$ cat config.mk
export PLATFORM = sky130hd
export DESIGN_NAME = control_sequencer
export DESIGN_NICKNAME = d
export VERILOG_FILES = /design/src/rtl/cpu_pkg.sv /design/src/rtl/opcode_classify.sv /design/src/rtl/control_sequencer.sv
export SDC_FILE = /design/constraint.sdc
export NUM_CORES = 1
export LEC_CHECK = 0
export CORE_MARGIN = 2
export CORE_UTILIZATION = 41
export CTS_CLUSTER_DIAMETER = 120
export DETAILED_ROUTE_END_ITERATION = 6
export GPL_TIMING_DRIVEN = 0
export HOLD_SLACK_MARGIN = 0.1
export PLACE_DENSITY_LB_ADDON = 0.25
export SLEW_MARGIN = 30
export SYNTH_ARGS = -nofsm -noshare
export SYNTH_HDL_FRONTEND = slang
export SYNTH_HIERARCHICAL = 1
export SYNTH_SLANG_ARGS = --single-unit
$ cat constraint.sdc
create_clock -name clk -period 3.59 [get_ports clk]
set_clock_uncertainty 0.05 [all_clocks]
set_input_delay 0.8975 -clock clk [delete_from_list [all_inputs] [get_ports clk]]
set_output_delay 0.8975 -clock clk [all_outputs]
set_load 0.05 [all_outputs]
$ cat src/rtl/cpu_pkg.sv
`default_nettype none
// ----------------------------------------------------------------------------
// cpu_pkg: opcodes, sequencer states and instruction classes for the control unit
// Revision: 1.0
// ----------------------------------------------------------------------------
package cpu_pkg;

  localparam int              OPW     = 5;
  localparam logic [OPW-1:0]  ALU_ADD = 5'b00011;

  localparam logic [OPW-1:0] OP_LD   = 5'd0;
  localparam logic [OPW-1:0] OP_LDI  = 5'd1;
  localparam logic [OPW-1:0] OP_ST   = 5'd2;
  localparam logic [OPW-1:0] OP_ADD  = 5'd3;
  localparam logic [OPW-1:0] OP_SUB  = 5'd4;
  localparam logic [OPW-1:0] OP_SHR  = 5'd5;
  localparam logic [OPW-1:0] OP_SHRA = 5'd6;
  localparam logic [OPW-1:0] OP_SHL  = 5'd7;
  localparam logic [OPW-1:0] OP_ROR  = 5'd8;
  localparam logic [OPW-1:0] OP_ROL  = 5'd9;
  localparam logic [OPW-1:0] OP_AND  = 5'd10;
  localparam logic [OPW-1:0] OP_OR   = 5'd11;
  localparam logic [OPW-1:0] OP_ADDI = 5'd12;
  localparam logic [OPW-1:0] OP_ANDI = 5'd13;
  localparam logic [OPW-1:0] OP_ORI  = 5'd14;
  localparam logic [OPW-1:0] OP_MUL  = 5'd15;
  localparam logic [OPW-1:0] OP_DIV  = 5'd16;
  localparam logic [OPW-1:0] OP_NEG  = 5'd17;
  localparam logic [OPW-1:0] OP_NOT  = 5'd18;
  localparam logic [OPW-1:0] OP_BR   = 5'd19;
  localparam logic [OPW-1:0] OP_JR   = 5'd20;
  localparam logic [OPW-1:0] OP_JAL  = 5'd21;
  localparam logic [OPW-1:0] OP_IN   = 5'd22;
  localparam logic [OPW-1:0] OP_OUT  = 5'd23;
  localparam logic [OPW-1:0] OP_MFHI = 5'd24;
  localparam logic [OPW-1:0] OP_MFLO = 5'd25;
  localparam logic [OPW-1:0] OP_NOP  = 5'd26;
  localparam logic [OPW-1:0] OP_HALT = 5'd27;

  typedef enum logic [3:0] {
    S_RESET = 4'd0,
    S_T0    = 4'd1,
    S_T1    = 4'd2,
    S_T2    = 4'd3,
    S_T3    = 4'd4,
    S_T4    = 4'd5,
    S_T5    = 4'd6,
    S_T6    = 4'd7,
    S_T7    = 4'd8,
    S_HALT  = 4'd9
  } state_t;

  typedef enum logic [3:0] {
    C_ALU3, C_ALUI, C_UNARY, C_MULDIV, C_LD, C_LDI, C_ST, C_BR,
    C_JR, C_JAL, C_IN, C_OUT, C_MFHI, C_MFLO, C_NOP, C_HALT
  } iclass_t;

  // Final execute state of each class; execute states are consecutive from T3.
  function automatic state_t last_state(input iclass_t c);
    state_t s;
    case (c)
      C_ALU3, C_ALUI, C_LDI: s = S_T5;
      C_UNARY, C_JAL:        s = S_T4;
      C_MULDIV, C_BR:        s = S_T6;
      C_LD, C_ST:            s = S_T7;
      default:               s = S_T3;
    endcase
    return s;
  endfunction

endpackage
`default_nettype wire

$ cat src/rtl/opcode_classify.sv
`default_nettype none
// ----------------------------------------------------------------------------
// opcode_classify: maps a 5-bit opcode onto its execute-sequence class
// Revision: 1.0
// ----------------------------------------------------------------------------
module opcode_classify
  import cpu_pkg::*;
(
  input  logic [OPW-1:0] opcode,
  output iclass_t        iclass
);

  always_comb begin
    iclass = C_NOP;
    case (opcode)
      OP_ADD, OP_SUB, OP_AND, OP_OR, OP_ROR,
      OP_ROL, OP_SHR, OP_SHRA, OP_SHL:      iclass = C_ALU3;
      OP_ADDI, OP_ANDI, OP_ORI:             iclass = C_ALUI;
      OP_NEG, OP_NOT:                       iclass = C_UNARY;
      OP_MUL, OP_DIV:                       iclass = C_MULDIV;
      OP_LD:                                iclass = C_LD;
      OP_LDI:                               iclass = C_LDI;
      OP_ST:                                iclass = C_ST;
      OP_BR:                                iclass = C_BR;
      OP_JR:                                iclass = C_JR;
      OP_JAL:                               iclass = C_JAL;
      OP_IN:                                iclass = C_IN;
      OP_OUT:                               iclass = C_OUT;
      OP_MFHI:                              iclass = C_MFHI;
      OP_MFLO:                              iclass = C_MFLO;
      OP_HALT:                              iclass = C_HALT;
      default:                              iclass = C_NOP;
    endcase
  end

endmodule
`default_nettype wire

$ cat src/rtl/control_sequencer.sv
`default_nettype none
// ----------------------------------------------------------------------------
// control_sequencer: hardwired Moore control unit driving the 32-bit datapath
// Revision: 1.0
// ----------------------------------------------------------------------------
module control_sequencer
  import cpu_pkg::*;
(
  input  logic           clk,
  input  logic           clr,
  input  logic [31:0]    ir,
  input  logic           con_ff,
  input  logic           stop,
  output logic           run,
  output logic [OPW-1:0] alu_op,
  output logic           PCout, ZHighout, ZLowout, MDRout, InPortout,
  output logic           HIout, LOout, BAout, Cout, Rout,
  output logic           PCin, IRin, MARin, MDRin, Yin, ZHighIn,
  output logic           ZLowIn, HIin, LOin, Rin, CONin, OutPort_enable,
  output logic           Gra, Grb, Grc,
  output logic           IncPC, Read, ramWE,
  output logic           R15_force
);

  state_t         r_state;
  state_t         w_next;
  logic [OPW-1:0] r_opcode;
  logic           r_stop_pend;
  iclass_t        w_class;
  logic           w_last;
  logic           w_unused_ir;

  assign w_unused_ir = ^ir[31-OPW:0];
  assign w_last      = (r_state == last_state(w_class));

  opcode_classify u_classify (
    .opcode (r_opcode),
    .iclass (w_class)
  );

  always_ff @(posedge clk or negedge clr) begin
    if (!clr) begin
      r_state     <= S_RESET;
      r_opcode    <= '0;
      r_stop_pend <= 1'b0;
    end else begin
      r_state <= w_next;
      if (r_state == S_T2)
        r_opcode <= ir[31:32-OPW];
      // A stop seen early is held until the instruction's last cycle.
      if (w_next == S_HALT)
        r_stop_pend <= 1'b0;
      else if (stop && r_state != S_HALT)
        r_stop_pend <= 1'b1;
    end
  end

  always_comb begin
    w_next = r_state;
    run = 1'b1; alu_op = '0;
    PCout = 1'b0; ZHighout = 1'b0; ZLowout = 1'b0; MDRout = 1'b0; InPortout = 1'b0;
    HIout = 1'b0; LOout = 1'b0; BAout = 1'b0; Cout = 1'b0; Rout = 1'b0;
    PCin = 1'b0; IRin = 1'b0; MARin = 1'b0; MDRin = 1'b0; Yin = 1'b0; ZHighIn = 1'b0;
    ZLowIn = 1'b0; HIin = 1'b0; LOin = 1'b0; Rin = 1'b0; CONin = 1'b0; OutPort_enable = 1'b0;
    Gra = 1'b0; Grb = 1'b0; Grc = 1'b0;
    IncPC = 1'b0; Read = 1'b0; ramWE = 1'b0; R15_force = 1'b0;

    case (r_state)
      S_RESET: w_next = S_T0;
      S_T0: begin
        PCout = 1'b1; MARin = 1'b1; IncPC = 1'b1; ZLowIn = 1'b1; alu_op = ALU_ADD;
        w_next = S_T1;
      end
      S_T1: begin
        ZLowout = 1'b1; PCin = 1'b1; Read = 1'b1; MDRin = 1'b1;
        w_next = S_T2;
      end
      S_T2: begin
        MDRout = 1'b1; IRin = 1'b1;
        w_next = S_T3;
      end
      S_HALT: begin
        run    = 1'b0;
        w_next = S_HALT;
      end
      default: begin
        if (w_class == C_HALT)
          w_next = S_HALT;
        else if (w_last)
          w_next = (stop || r_stop_pend) ? S_HALT : S_T0;
        else
          w_next = state_t'(r_state + 4'd1);

        case (r_state)
          S_T3: begin
            case (w_class)
              C_ALU3, C_ALUI: begin Grb = 1'b1; Rout = 1'b1; Yin = 1'b1; end
              C_UNARY: begin Grb = 1'b1; Rout = 1'b1; alu_op = r_opcode; ZLowIn = 1'b1; end
              C_MULDIV: begin Gra = 1'b1; Rout = 1'b1; Yin = 1'b1; end
              C_LD, C_LDI, C_ST: begin Grb = 1'b1; BAout = 1'b1; Yin = 1'b1; end
              C_BR: begin Gra = 1'b1; Rout = 1'b1; CONin = 1'b1; end
              C_JR: begin Gra = 1'b1; Rout = 1'b1; PCin = 1'b1; end
              C_JAL: begin PCout = 1'b1; R15_force = 1'b1; Rin = 1'b1; end
              C_IN: begin InPortout = 1'b1; Gra = 1'b1; Rin = 1'b1; end
              C_OUT: begin Gra = 1'b1; Rout = 1'b1; OutPort_enable = 1'b1; end
              C_MFHI: begin HIout = 1'b1; Gra = 1'b1; Rin = 1'b1; end
              C_MFLO: begin LOout = 1'b1; Gra = 1'b1; Rin = 1'b1; end
              default: ;
            endcase
          end
          S_T4: begin
            case (w_class)
              C_ALU3: begin Grc = 1'b1; Rout = 1'b1; alu_op = r_opcode; ZLowIn = 1'b1; end
              C_ALUI: begin Cout = 1'b1; alu_op = r_opcode; ZLowIn = 1'b1; end
              C_UNARY: begin ZLowout = 1'b1; Gra = 1'b1; Rin = 1'b1; end
              C_MULDIV: begin
                Grb = 1'b1; Rout = 1'b1; alu_op = r_opcode; ZHighIn = 1'b1; ZLowIn = 1'b1;
              end
              C_LD, C_LDI, C_ST: begin Cout = 1'b1; alu_op = ALU_ADD; ZLowIn = 1'b1; end
              C_BR: begin PCout = 1'b1; Yin = 1'b1; end
              C_JAL: begin Gra = 1'b1; Rout = 1'b1; PCin = 1'b1; end
              default: ;
            endcase
          end
          S_T5: begin
            case (w_class)
              C_ALU3, C_ALUI, C_LDI: begin ZLowout = 1'b1; Gra = 1'b1; Rin = 1'b1; end
              C_MULDIV: begin ZLowout = 1'b1; LOin = 1'b1; end
              C_LD, C_ST: begin ZLowout = 1'b1; MARin = 1'b1; end
              C_BR: begin Cout = 1'b1; alu_op = ALU_ADD; ZLowIn = 1'b1; end
              default: ;
            endcase
          end
          S_T6: begin
            case (w_class)
              C_MULDIV: begin ZHighout = 1'b1; HIin = 1'b1; end
              C_LD: begin Read = 1'b1; MDRin = 1'b1; end
              C_ST: begin Gra = 1'b1; Rout = 1'b1; MDRin = 1'b1; end
              // Not-taken branch still spends the cycle, with every strobe idle.
              C_BR: begin ZLowout = con_ff; PCin = con_ff; end
              default: ;
            endcase
          end
          S_T7: begin
            case (w_class)
              C_LD: begin MDRout = 1'b1; Gra = 1'b1; Rin = 1'b1; end
              C_ST: ramWE = 1'b1;
              default: ;
            endcase
          end
          default: ;
        endcase
      end
    endcase
  end

endmodule
`default_nettype wire
* After elaboration in Yosys (flattened, before gate mapping) *
Memory sizes are Yosys's and may differ from the RTL's.
Index checks and enable logic that the tools add are counted.

storage, ports and cells
  register bits = 10
  memory bits (read-only) = 192
  bits of input ports = 36
  memories kept = 2

memory list
  name             depth  width  read ports  clocked after Yosys merged registers in  wr ports  RTL line               RTL
  (no name shown)  32     4      1           0                                        0         opcode_classify.sv:15  case (opcode)
  (no name shown)  16     4      1           0                                        0         cpu_pkg.sv:61          case (c)

cells by class
  $add $sub $neg = 1
  equality and inequality tests = 26
  muxes and demuxes = 90
  reduce and logical (&&, ||, !) cells = 21

operators with widths
  kind                                                  number
  2-to-1 mux 1 bit                                      63
  equality test 4 bit (second input constant)           10
  equality test 4 x 3 -> 1 bit (second input constant)  8
  one-hot mux 1 bit (2 select lines)                    12
  one-hot mux 4 bit (5 select lines)                    1
  one-hot mux 5 bit (2 select lines)                    2
  OR reduction 4 bit                                    5
  equality test 4 x 2 -> 1 bit (second input constant)  4
  one-hot mux 5 bit (3 select lines)                    1
  OR reduction 7 bit                                    2
  2-to-1 mux 4 bit                                      3
  one-hot mux 1 bit (3 select lines)                    4
  OR reduction 3 bit                                    4
  OR reduction 6 bit                                    2
  equality test 4 x 1 -> 1 bit (second input constant)  2
  zero test 4 bit                                       2
  2-to-1 mux 5 bit                                      1
  one-hot mux 1 bit (5 select lines)                    1
  OR reduction 5 bit                                    1
  adder 4 x 1 -> 4 bit (second input constant)          1
  equality test 4 bit                                   1
  inequality test 4 bit (second input constant)         1
  one-hot mux 1 bit (4 select lines)                    1
  OR reduction 2 bit                                    2
  4 further kinds                                       4

* Depth between registers and ports, before layout *
An unclocked memory read counts as a cell.

  depth in word-level cells = 8
  gate-level depth with buffers = 11
  mapped depth without buffers = 9

* Modules after synthesis *
Netlist, hierarchy kept.

by module, submodules not included
  module             instances  cells an instance  area an instance (sq um)  seq. area each (sq um)
  control_sequencer  1          185                1307.5                    250.2
  opcode_classify    1          22                 151.4                     0.0

* Worst setup path before layout *
OpenSTA, ideal clock, no wires.

  path kind = register to output
  from = reg r_opcode[0]
  to = out PCin
  arrival time = 3.236 ns
  required time = 2.643 ns
  slack = -0.593 ns
  cell stages (with the launch flop) = 9
  path buffers = 2
  cell sequence = dfrtp_1 > inv_1 > ha_1 > a22oi_1 > a22oi_1 > buf_2 > buf_1 > a21oi_1 > o41ai_1

on the way
  longest elaborated chain between the ends = 5
  elaborated cells on any way between the ends = 9
  classes of those cells = eq/ne: 3; mux: 5; memory: 1

RTL lines
  what                                                  RTL line                                                                     RTL
  start, declared                                       control_sequencer.sv:27                                                      logic [OPW-1:0] r_opcode;
  start signal, assigned                                control_sequencer.sv:49                                                      r_opcode <= ir[31:32-OPW];
  memory read (32 x 4 bit) *                            --
  named net w_class[0]                                  control_sequencer.sv:29                                                      iclass_t w_class;
  equality test 4 x 3 -> 1 bit (tied with other cells)  control_sequencer.sv:135                                                     case (w_class)
  2-to-1 mux 1 bit (on tied branches)                   control_sequencer.sv:135, control_sequencer.sv:96, control_sequencer.sv:112
  one-hot mux 1 bit (3 select lines) *                  control_sequencer.sv:94                                                      case (r_state)
  one-hot mux 1 bit (2 select lines) *                  control_sequencer.sv:68                                                      case (r_state)
  end, declared                                         control_sequencer.sv:18                                                      output logic PCin, IRin, MARin, MDRin, Yin, ZHighIn,

The timed path passes the listed nets; every way through them passes the cells marked *.

* Final worst setup path *
  from = reg r_opcode[0]
  to = out alu_op[4]

on the way
  longest elaborated chain between the ends = 6
  elaborated cells on any way between the ends = 14
  classes of those cells = eq/ne: 6; mux: 4; reduce/logical: 3; memory: 1

RTL lines
  what                                                  RTL line                  RTL
  memory read (32 x 4 bit) *                            --
  named net w_class[2]                                  control_sequencer.sv:29
  equality test 4 x 3 -> 1 bit (tied with other cells)  control_sequencer.sv:112  case (w_class)
  OR reduction 3 bit                                    --
  one-hot mux 5 bit (2 select lines)                    control_sequencer.sv:112
  one-hot mux 5 bit (3 select lines) *                  control_sequencer.sv:94
  one-hot mux 5 bit (2 select lines) *                  control_sequencer.sv:68
  end, declared                                         control_sequencer.sv:15   output logic [OPW-1:0] alu_op,

Marked as above.

==> results.cfg <==
[status]
outcome = complete, no violations

[cts]
h-tree-depth = 1
cts_buffers = 3
clk_transition_reported_paths_ns = 0.06
cts_tree = done
max-clock-path-buffers = 2
cts.sinks = 10
cts_root_buf = clkbuf_4
clkLatencyLatePin_ns = 0.26

[die]
die_area_mm2 = 0.00405
rows = 21
ios = 71
fp.dieW_um = 63.7
coreArea_mm2 = 0.00339
die-height_um = 63.7
initial_core_util_pct = 43.0

[yosys]
synth.avg_cell_area_um2 = 7.05
ys_seq_area_share_pct = 17.2
synth_largest_area_cell = dfrtp_1
synth_commonest_cells = 24 x nor2_1, 21 x nand2_1, 11 x o21ai_0
synth_edf_count = 0
ys_warn_count = 6
synth.distinct_cells = 56
synth_area_mm2 = 0.00146
synth-async-reset-ratio_pct = 100
synth_most_common_cell = nor2_1
synth.area.top_cells = dfrtp_1 17%, ha_1 6.9%, nor2_1 6.2%, nand2_1 5.4%, mux2_2 3.9%
ys.flop_type = dfrtp_1
netlist_instances = 207
synth_nets = 251
yosysTopAreaCellShare_pct = 17.2
synth_seq_cells = 10

[setup_path]
crit_type = reg2out
arrival_ns = 2.53
worstSetupEndpointType = primary output
critPathLaunchType = flop
cp_max_fo = 10
crit_required_ns = 2.64

[routing]
routedWlPerCell_um = 14.4
vias = 1759
routed_via_density = 5.75
drt_iter0_drc = 131
ant_nets = 0
drc = 0
drtPass1Iterations = 5
routed_wl_um = 4410

[timing]
post-route-min-period_ns = 3.48
worst_pin_slew_ns = 0.499
finalCritPeriodShare_pct = 96.9
hold_viol = 0
fmax_mhz = 287
final_max_slew_viol_count = 0
setup_viol_count_final = 0
hold_slack_ns = 0.499
max_slew_margin_pct = 66.6

[placement]
hpwl_um = 3230
numPortBuffers = 43
place_congestion = 0.901

[cells_and_area]
fillerInstances = 306
diodes = 0
syn_to_final_growth_pct = 49.1
drive_above_1_share_pct = 37.3
fin_nets = 305

[global_routing]
top_usage_layer = met2
grt_overflow = 0
grt_util_met2_pct = 37.0
grt_pass1_vias = 1604
grt_pass1_wl_um = 7400
grt_max_degree = 11
grt_usage_pct = 21.9
grt_use_met3_pct = 2.50
antenna_found_initial = 0
grtUsageMet1_pct = 29.7

[run]
timing.max_cap.violations = 0

[min_path]
min_path_type = reg2reg
## layer usage
layer,wire length [µm],share of wire (%)
met4,47,1.1
met1,1940,44
met3,312,7.1
met2,2110,48
met5,0,0
## per-stage QoR
step           TNS [ns]  setup slack [ns]  std cells  area, µm²  utilization, %
2_1_floorplan   -0.0170           -0.0170        207       1520               -
3_3_place_gp     -10.85            -0.698        296       2010            59.2
3_5_place_dp     -12.66            -0.768        296       2010            59.2
4_1_cts        -0.00300          -0.00300        301       2070            61.1
5_1_grt         -0.0186           -0.0169        306       2170            64.2
6_report              0             0.110        306       2170            64.2
## cell type report
class | count | area (µm²) | area share, %
clock buffer | 4 | 36.3 | 1.67
multi-input combinational | 173 | 1270 | 58.6
timing repair buffer | 49 | 410 | 18.9
tap | 46 | 57.6 | 2.65
sequential | 10 | 256 | 11.8
buffer | 15 | 105 | 4.83
inverter | 9 | 33.8 | 1.55
## cell families (layout without fill, tap and decap cells)
logic type      Yosys count  in the layout  synth area share [%]
simple gates            100            100                  34.8
compound gates           56             56                  26.8
buf+inv                  24             77                  7.63
flops                    10             10                  17.2
fa+ha+maj                 8              8                  6.86
mux                       6              6                  4.89
xor+xnor                  3              3                  1.80
## critical path: stages, from the launching register on
cell and delay [ns]:
dfrtp_2 0.44, ha_1 0.22, a21oi_1 0.15, o21ai_1 0.10
buf_4 0.16, buf_6 0.14, nor2_2 0.20, nand2_2 0.15
o21ai_1 0.28, and2_1 0.17, buf_2 0.25
## cell usage in the layout (no fill, tap or decap), types with 3 or more instances in the layout
cell / Yosys / final
a21oi_1: 7 / 7
a31oi_1: 6 / 5
and2_1: 4 / 4
buf_2: 5 / 11
buf_4: 2 / 11
buf_6: 1 / 7
clkbuf_2: 0 / 6
clkbuf_4: 0 / 8
clkdlybuf4s15_2: 0 / 7
clkdlybuf4s50_1: 0 / 10
dfrtp_1: 10 / 5
dfrtp_2: 0 / 5
ha_1: 8 / 8
inv_1: 8 / 8
mux2_2: 5 / 5
nand2_1: 21 / 20
nand2b_1: 6 / 5
nand3_1: 9 / 7
nor2_1: 24 / 20
nor2_2: 0 / 3
nor2b_1: 7 / 5
nor3_1: 10 / 6
nor3_2: 0 / 4
o21ai_0: 11 / 7
o21ai_1: 1 / 5
o22ai_1: 3 / 3
o31ai_2: 0 / 3
or3_1: 4 / 3
## final timing paths
path	start	cells after the start	to	slack, ns
setup / recovery	r_opcode[0]	10	alu_op[4]	0.11
hold / removal	r_opcode[4]	1	r_opcode[4]	0.50
max in group asynchronous	clr	1	r_opcode[1]	2.27
setup reg to reg	r_opcode[0]	12	r_stop_pend	0.60
hold reg to reg	r_opcode[4]	1	r_opcode[4]	0.50
min in group asynchronous	clr	1	r_state[2]	0.89
## flip-flops by register name (all words and copies together) (netlist names)
register and cells:
r_opcode 5, r_stop_pend 1, r_state 4
## repair_timing
action,4_1_cts,5_1_grt
buffers inserted,1,4
pin swaps,0,4
resized for setup,142,52
gates cloned,0,1
setup endpoints to repair,32,31
hold buffers,0,0
Power is not shown: default switching activity piles up to over one toggle a cycle in this logic, so the estimate is an artifact.
